===== config.mk =====
export PLATFORM = sky130hd
export DESIGN_NAME = instr_fetch
export DESIGN_NICKNAME = d
export VERILOG_FILES = /design/src/rtl/simproc_pkg.sv /design/src/rtl/fetch_fifo.sv /design/src/rtl/instr_fetch.sv
export SDC_FILE = /design/constraint.sdc
export NUM_CORES = 1
export LEC_CHECK = 0
export ABC_CLOCK_PERIOD_IN_PS = 4600
export CORE_UTILIZATION = 55
export DETAILED_ROUTE_END_ITERATION = 10
export PLACE_DENSITY = 0.84
export SLEW_MARGIN = 40
export SYNTH_ARGS = -nofsm -noshare
export SYNTH_HDL_FRONTEND = slang
export SYNTH_SLANG_ARGS = --single-unit

===== constraint.sdc =====
create_clock -name Clock -period 4.6 [get_ports Clock]
set_input_delay 0.46 -clock Clock [delete_from_list [all_inputs] [get_ports Clock]]
set_output_delay 0.46 -clock Clock [all_outputs]
set_load 0.02 [all_outputs]

===== src/rtl/simproc_pkg.sv =====
// ---------------------------------------------------------------------------
// simproc_pkg
// Shared constants and types for the simple processor front end.
//   AW            : instruction ROM address width
//   DW            : instruction word width
//   addr_t        : ROM address
//   instr_t       : instruction word
//   fetch_entry_t : one prefetched instruction tagged with its ROM address
//   addr_next()   : address increment, wraps naturally at 2^AW
// ---------------------------------------------------------------------------
package simproc_pkg;

    localparam int AW = 5;
    localparam int DW = 9;

    typedef logic [AW-1:0] addr_t;
    typedef logic [DW-1:0] instr_t;

    typedef struct packed {
        addr_t  addr;
        instr_t instr;
    } fetch_entry_t;

    function automatic addr_t addr_next(input addr_t a);
        return a + 1'b1;
    endfunction

endpackage


===== src/rtl/fetch_fifo.sv =====
// ---------------------------------------------------------------------------
// fetch_fifo
// Circular prefetch queue of fetch_entry_t with wrap-around pointers.
//   Clock     : clock, all updates on posedge
//   Resetn    : asynchronous active-low reset, empties queue and clears storage
//   push      : write push_data at the tail
//   push_data : entry to write
//   pop       : drop the head entry (ignored when empty)
//   flush     : empty the queue; wins over push and pop in the same cycle
//   head      : entry at the head of the queue (stale when count is 0)
//   count     : occupancy, 0..DEPTH
// ---------------------------------------------------------------------------
module fetch_fifo
    import simproc_pkg::*;
#(
    parameter int  DEPTH = 2,
    localparam int PW    = $clog2(DEPTH),
    localparam int CW    = PW + 1
) (
    input  logic         Clock,
    input  logic         Resetn,
    input  logic         push,
    input  fetch_entry_t push_data,
    input  logic         pop,
    input  logic         flush,
    output fetch_entry_t head,
    output logic [CW-1:0] count
);

    fetch_entry_t  mem_reg [DEPTH];
    logic [PW-1:0] wr_ptr_reg;
    logic [PW-1:0] rd_ptr_reg;
    logic [CW-1:0] count_reg;

    logic do_push;
    logic do_pop;

    // Pop on empty is dropped; a push into a full queue is only accepted
    // when a pop frees the slot in the same cycle.
    always_comb begin
        do_pop  = pop && (count_reg != '0);
        do_push = push && ((count_reg != CW'(DEPTH)) || do_pop);
    end

    always_ff @(posedge Clock or negedge Resetn) begin
        if (!Resetn) begin
            wr_ptr_reg <= '0;
            rd_ptr_reg <= '0;
            count_reg  <= '0;
        end else if (flush) begin
            wr_ptr_reg <= '0;
            rd_ptr_reg <= '0;
            count_reg  <= '0;
        end else begin
            if (do_push) wr_ptr_reg <= wr_ptr_reg + 1'b1;
            if (do_pop)  rd_ptr_reg <= rd_ptr_reg + 1'b1;
            unique case ({do_push, do_pop})
                2'b10:   count_reg <= count_reg + 1'b1;
                2'b01:   count_reg <= count_reg - 1'b1;
                default: count_reg <= count_reg;
            endcase
        end
    end

    // Storage is reset so the head reads back as zero out of reset.
    generate
        for (genvar gi = 0; gi < DEPTH; gi++) begin : g_entry
            always_ff @(posedge Clock or negedge Resetn) begin
                if (!Resetn) begin
                    mem_reg[gi] <= '0;
                end else if (!flush && do_push && (wr_ptr_reg == PW'(gi))) begin
                    mem_reg[gi] <= push_data;
                end
            end
        end
    endgenerate

    assign head  = mem_reg[rd_ptr_reg];
    assign count = count_reg;

endmodule


===== src/rtl/instr_fetch.sv =====
// ---------------------------------------------------------------------------
// instr_fetch
// Instruction prefetcher between a 1-cycle-latency synchronous ROM and the
// processor. Keeps the fetch pointer and the in-flight flag; the fetched
// words are buffered in fetch_fifo.
//   Clock    : clock, all updates on posedge
//   Resetn   : asynchronous active-low reset, restarts fetch at address 0
//   rom_addr : fetch address to ROM (registered fetch pointer)
//   rom_data : ROM read data for the address issued the previous cycle
//   DIN      : instruction at the head of the queue
//   Valid    : DIN holds a valid instruction
//   pc_inc   : consumer pop, effective only while Valid is high
//   pc_addr  : ROM address of the instruction on DIN
//   LoadPC   : redirect, flushes the queue and cancels the in-flight read
//   NewPC    : redirect target address
//   Count    : queue occupancy
// AW/DW must match the package constants, since the queue stores
// fetch_entry_t.
// ---------------------------------------------------------------------------
module instr_fetch
    import simproc_pkg::*;
#(
    parameter int  AW    = simproc_pkg::AW,
    parameter int  DW    = simproc_pkg::DW,
    parameter int  DEPTH = 2,
    localparam int CW    = $clog2(DEPTH) + 1
) (
    input  logic          Clock,
    input  logic          Resetn,
    output logic [AW-1:0] rom_addr,
    input  logic [DW-1:0] rom_data,
    output logic [DW-1:0] DIN,
    output logic          Valid,
    input  logic          pc_inc,
    output logic [AW-1:0] pc_addr,
    input  logic          LoadPC,
    input  logic [AW-1:0] NewPC,
    output logic [CW-1:0] Count
);

    logic [AW-1:0] fa_reg;
    logic [AW-1:0] pend_addr_reg;
    logic          pend_reg;

    logic          pop;
    logic          issue;
    logic [CW:0]   committed;

    fetch_entry_t  push_entry;
    fetch_entry_t  head;
    logic [CW-1:0] count;

    // Slots already spoken for after this edge: entries held plus the word
    // in flight, minus the one leaving. A new read is issued only if that
    // leaves room, which is what keeps the queue from overflowing.
    always_comb begin
        pop       = Valid && pc_inc;
        committed = (CW+1)'(count) + (CW+1)'(pend_reg) - (CW+1)'(pop);
        issue     = !LoadPC && (committed < (CW+1)'(DEPTH));
    end

    always_ff @(posedge Clock or negedge Resetn) begin
        if (!Resetn) begin
            fa_reg        <= '0;
            pend_reg      <= 1'b0;
            pend_addr_reg <= '0;
        end else if (LoadPC) begin
            // Dropping pend makes the word returning next cycle be ignored.
            fa_reg   <= NewPC;
            pend_reg <= 1'b0;
        end else begin
            pend_reg <= issue;
            if (issue) begin
                fa_reg        <= addr_next(fa_reg);
                pend_addr_reg <= fa_reg;
            end
        end
    end

    assign push_entry = '{addr: pend_addr_reg, instr: rom_data};

    fetch_fifo #(
        .DEPTH (DEPTH)
    ) u_fifo (
        .Clock     (Clock),
        .Resetn    (Resetn),
        .push      (pend_reg && !LoadPC),
        .push_data (push_entry),
        .pop       (pop && !LoadPC),
        .flush     (LoadPC),
        .head      (head),
        .count     (count)
    );

    assign rom_addr = fa_reg;
    assign DIN      = head.instr;
    assign pc_addr  = head.addr;
    assign Count    = count;
    assign Valid    = (count != '0);

endmodule

==> flow_summary.toml <==
[cts]
cts.sinks = 43
clk_latency_ns = 0.29
cts_buffers = 5
cts_resized = 0
postCtsHoldBufs = 0
cts-root-buf = "clkbuf_8"
path_clk_slew_ns = 0.07
clockBufferDepth = 2
cts_tree = "yes"
postCtsSetupBuffers = 0
htree_levels = 2

[logic_synthesis]
synth_edf_count = 0
synthDistinctLibCells = 34
synth_top_area_share = 0.518
synth.most_common_cell = "dfrtp_1"
synth_compound_area_frac = 0.0385
synth_adder_area_share = 0.0217
synth_nets = 174
synth_xor_area_frac = 0.0126
synth_commonest_cells = "43 x dfrtp_1, 37 x mux2_2, 10 x mux2_4"
async_flop_share = 1.00
synth_top_family_by_area = "multiplexers"
yosys-mux-area-fraction = 0.278
synthSimpleGateAreaFrac = 0.0885
yosys_register_bits = 43
ys_seq_area_frac = 0.518
synth.area.top_cells = "dfrtp_1 52%, mux2_2 20%, mux2_4 7.2%"
synthCells = 153
yosys_warnings = 0
synth_area_um2 = 2080
synth_largest_area_cell = "dfrtp_1"
syn_area_per_cell_um2 = 13.6
synth_ff_type = "dfrtp_1"

[critical_path]
ff2ff_path_depth = 7
startpoint = "pc_inc"
required_ns = 4.77
worstPathArrival_ns = 2.93
critPathKind = "in -> reg"
end_kind = "register"
r2r-end = "pend_addr_reg[3]"
reg2reg_slack_ns = 2.02
path_depth = 8
cp_max_fo = 6
crit_end = "pend_addr_reg[3]"
crit_family = "adder cells"
worst_path_max_delay_cell = "clkdlybuf4s50_1"
slowest_delay_ns = 0.61
path_buf_inv = 1
path_cells = "clkdlybuf4s50_1, o21a_1, ha_1, nand2b_1, fa_1, xnor2_1, nand3_1, mux2_2"
startpoint_type = "input pin"
worstReg2RegStart = "u_fifo.count[1]"

[die]
core_area_um2 = 3470
die_h_um = 63.5
start_util = 0.599
dieArea_um2 = 4030
rows = 21
ios = 40
die_width_um = 63.5

[routing]
drt-initial-drc-count = 68
wirelength_mm = 3.84
wl_met3_um = 165
first_pass_iters = 4
drc_errors = 0
wl_met2_mm = 1.93
via_per_inst = 5.65
wl_per_cell_um = 16.3
met1_length_mm = 1.67
ant_nets = 0
dr_total_vias = 1334
dr.max_layer_used = "met4"

[sta]
min_period_ns = 2.76
max_slew_margin = 0.563
hold_viol_final = 0
drv_slew = 0
setup_tns_ns = 0
max_freq_mhz = 362
worstMarginPinSlew_ns = 0.656
hold_ws_ns = 0.154
skew_ns = 0.00268
period_share = 0.600
setup_viol = 0
rsz0062_at_grt = "no"

[pwr]
p_switching_uw = 518
seq_power_share = 0.421
ir_drop_mv = 0.240
p_per_area_nw_per_um2 = 622
power.internal_mw = 1.05
pwr-share-comb = 0.442
sw_frac_of_total = 0.330
clock_power_share = 0.136
power.leakage_nw = 1.10

[grt]
grt_max_degree = 44
grt_overflow = 0
track_usage = 0.225
grt_pass1_vias = 1476
grt_pass1_wl_mm = 6.84
antenna_found_initial = 0

[placement]
io_buffers = 39
dp.final_hpwl_mm = 2.69
place_congestion = 0.838

[status]
outcome = "complete, no violations"

[cells_and_area]
final_nets = 212
multi_input_area_um2 = 912
n_antenna_cell = 0
syn_to_final_growth_pct = 21.5
largest_reg_flops = 28
drive_gt1_frac = 0.300
regArea_um2 = 1080
nFillCells = 254

[worst_hold_path]
holdCritPathClass = "in -> async"

[run]
maxCapViolCount = 0
[area by class of cell]
cell class | instances | area share
repair buffers | 39 | 0.154
well taps | 46 | 0.0228
inverters | 5 | 0.00743
clock buffers | 6 | 0.0287
multi-input cells | 97 | 0.361
flip-flops and latches | 43 | 0.426
[cells in the final DEF (no fill, tap or decap), types with 2 or more instances in the layout]
cell type and count:
a21oi_1 2, a31oi_1 3, clkbuf_8 5, clkdlybuf4s50_1 38, dfrtp_1 43, ha_1 2, inv_1 3, mux2_2 37
mux2_4 10, nand2_1 5, nand2b_1 2, nand3_1 4, nand4_1 2, nor2_1 4, nor3_1 2, o211ai_1 2
o21ai_0 4, or3_1 3, or4_1 3, xnor2_1 2
[power by group through the flow]
stage	clock (mW)	sequential (mW)	combinational (mW)
4_1_cts	0.223	0.662	0.702
6_report	0.214	0.662	0.695
5_1_grt	0.240	0.687	0.747
2_1_floorplan	0	0.638	0.462
3_5_place_dp	0	0.668	0.698
3_3_place_gp	0	0.650	0.673
[worst min-delay path by stage]
| stage | from | slack, ns | end |
|---|---|---|---|
| detailed placement | Resetn | 0.48 | u_fifo.mem_reg[20] |
| global placement | u_fifo.mem_reg[10] | 0.48 | u_fifo.mem_reg[10] |
| finish | Resetn | 0.15 | u_fifo.mem_reg[25] |
| floorplan | Resetn | 0.16 | pend_addr_reg[0] |
| CTS | Resetn | 0.16 | u_fifo.mem_reg[17] |
| global route | Resetn | 0.18 | u_fifo.mem_reg[15] |
[layer usage]
metal  global-route usage  vias up
li1                     -      625
met1                0.264      664
met2                0.386       37
met3               0.0598        8
met4               0.0966        0
met5                    0        -
[metrics by stage]
stage	cells	util	power [mW]	setup slack, ns	instance area (µm²)
CTS	236	0.728	1.59	1.87	2520
global placement	230	0.706	1.32	1.70	2450
finish	236	0.728	1.57	1.84	2520
detailed placement	230	0.707	1.37	1.56	2450
floorplan	153	-	1.10	2.12	2080
global route	236	0.728	1.67	1.70	2520
[cells by family after synthesis]
| group | count (synthesis) |
|---|---|
| muxes | 48 |
| DFF | 43 |
| and+or+nand+nor | 30 |
| AOI/OAI and AO/OA | 13 |
| buffers and inverters | 13 |
| xor gates and xnor gates | 3 |
| adders and majority gates | 3 |
Power figures use the tool's default switching activity.
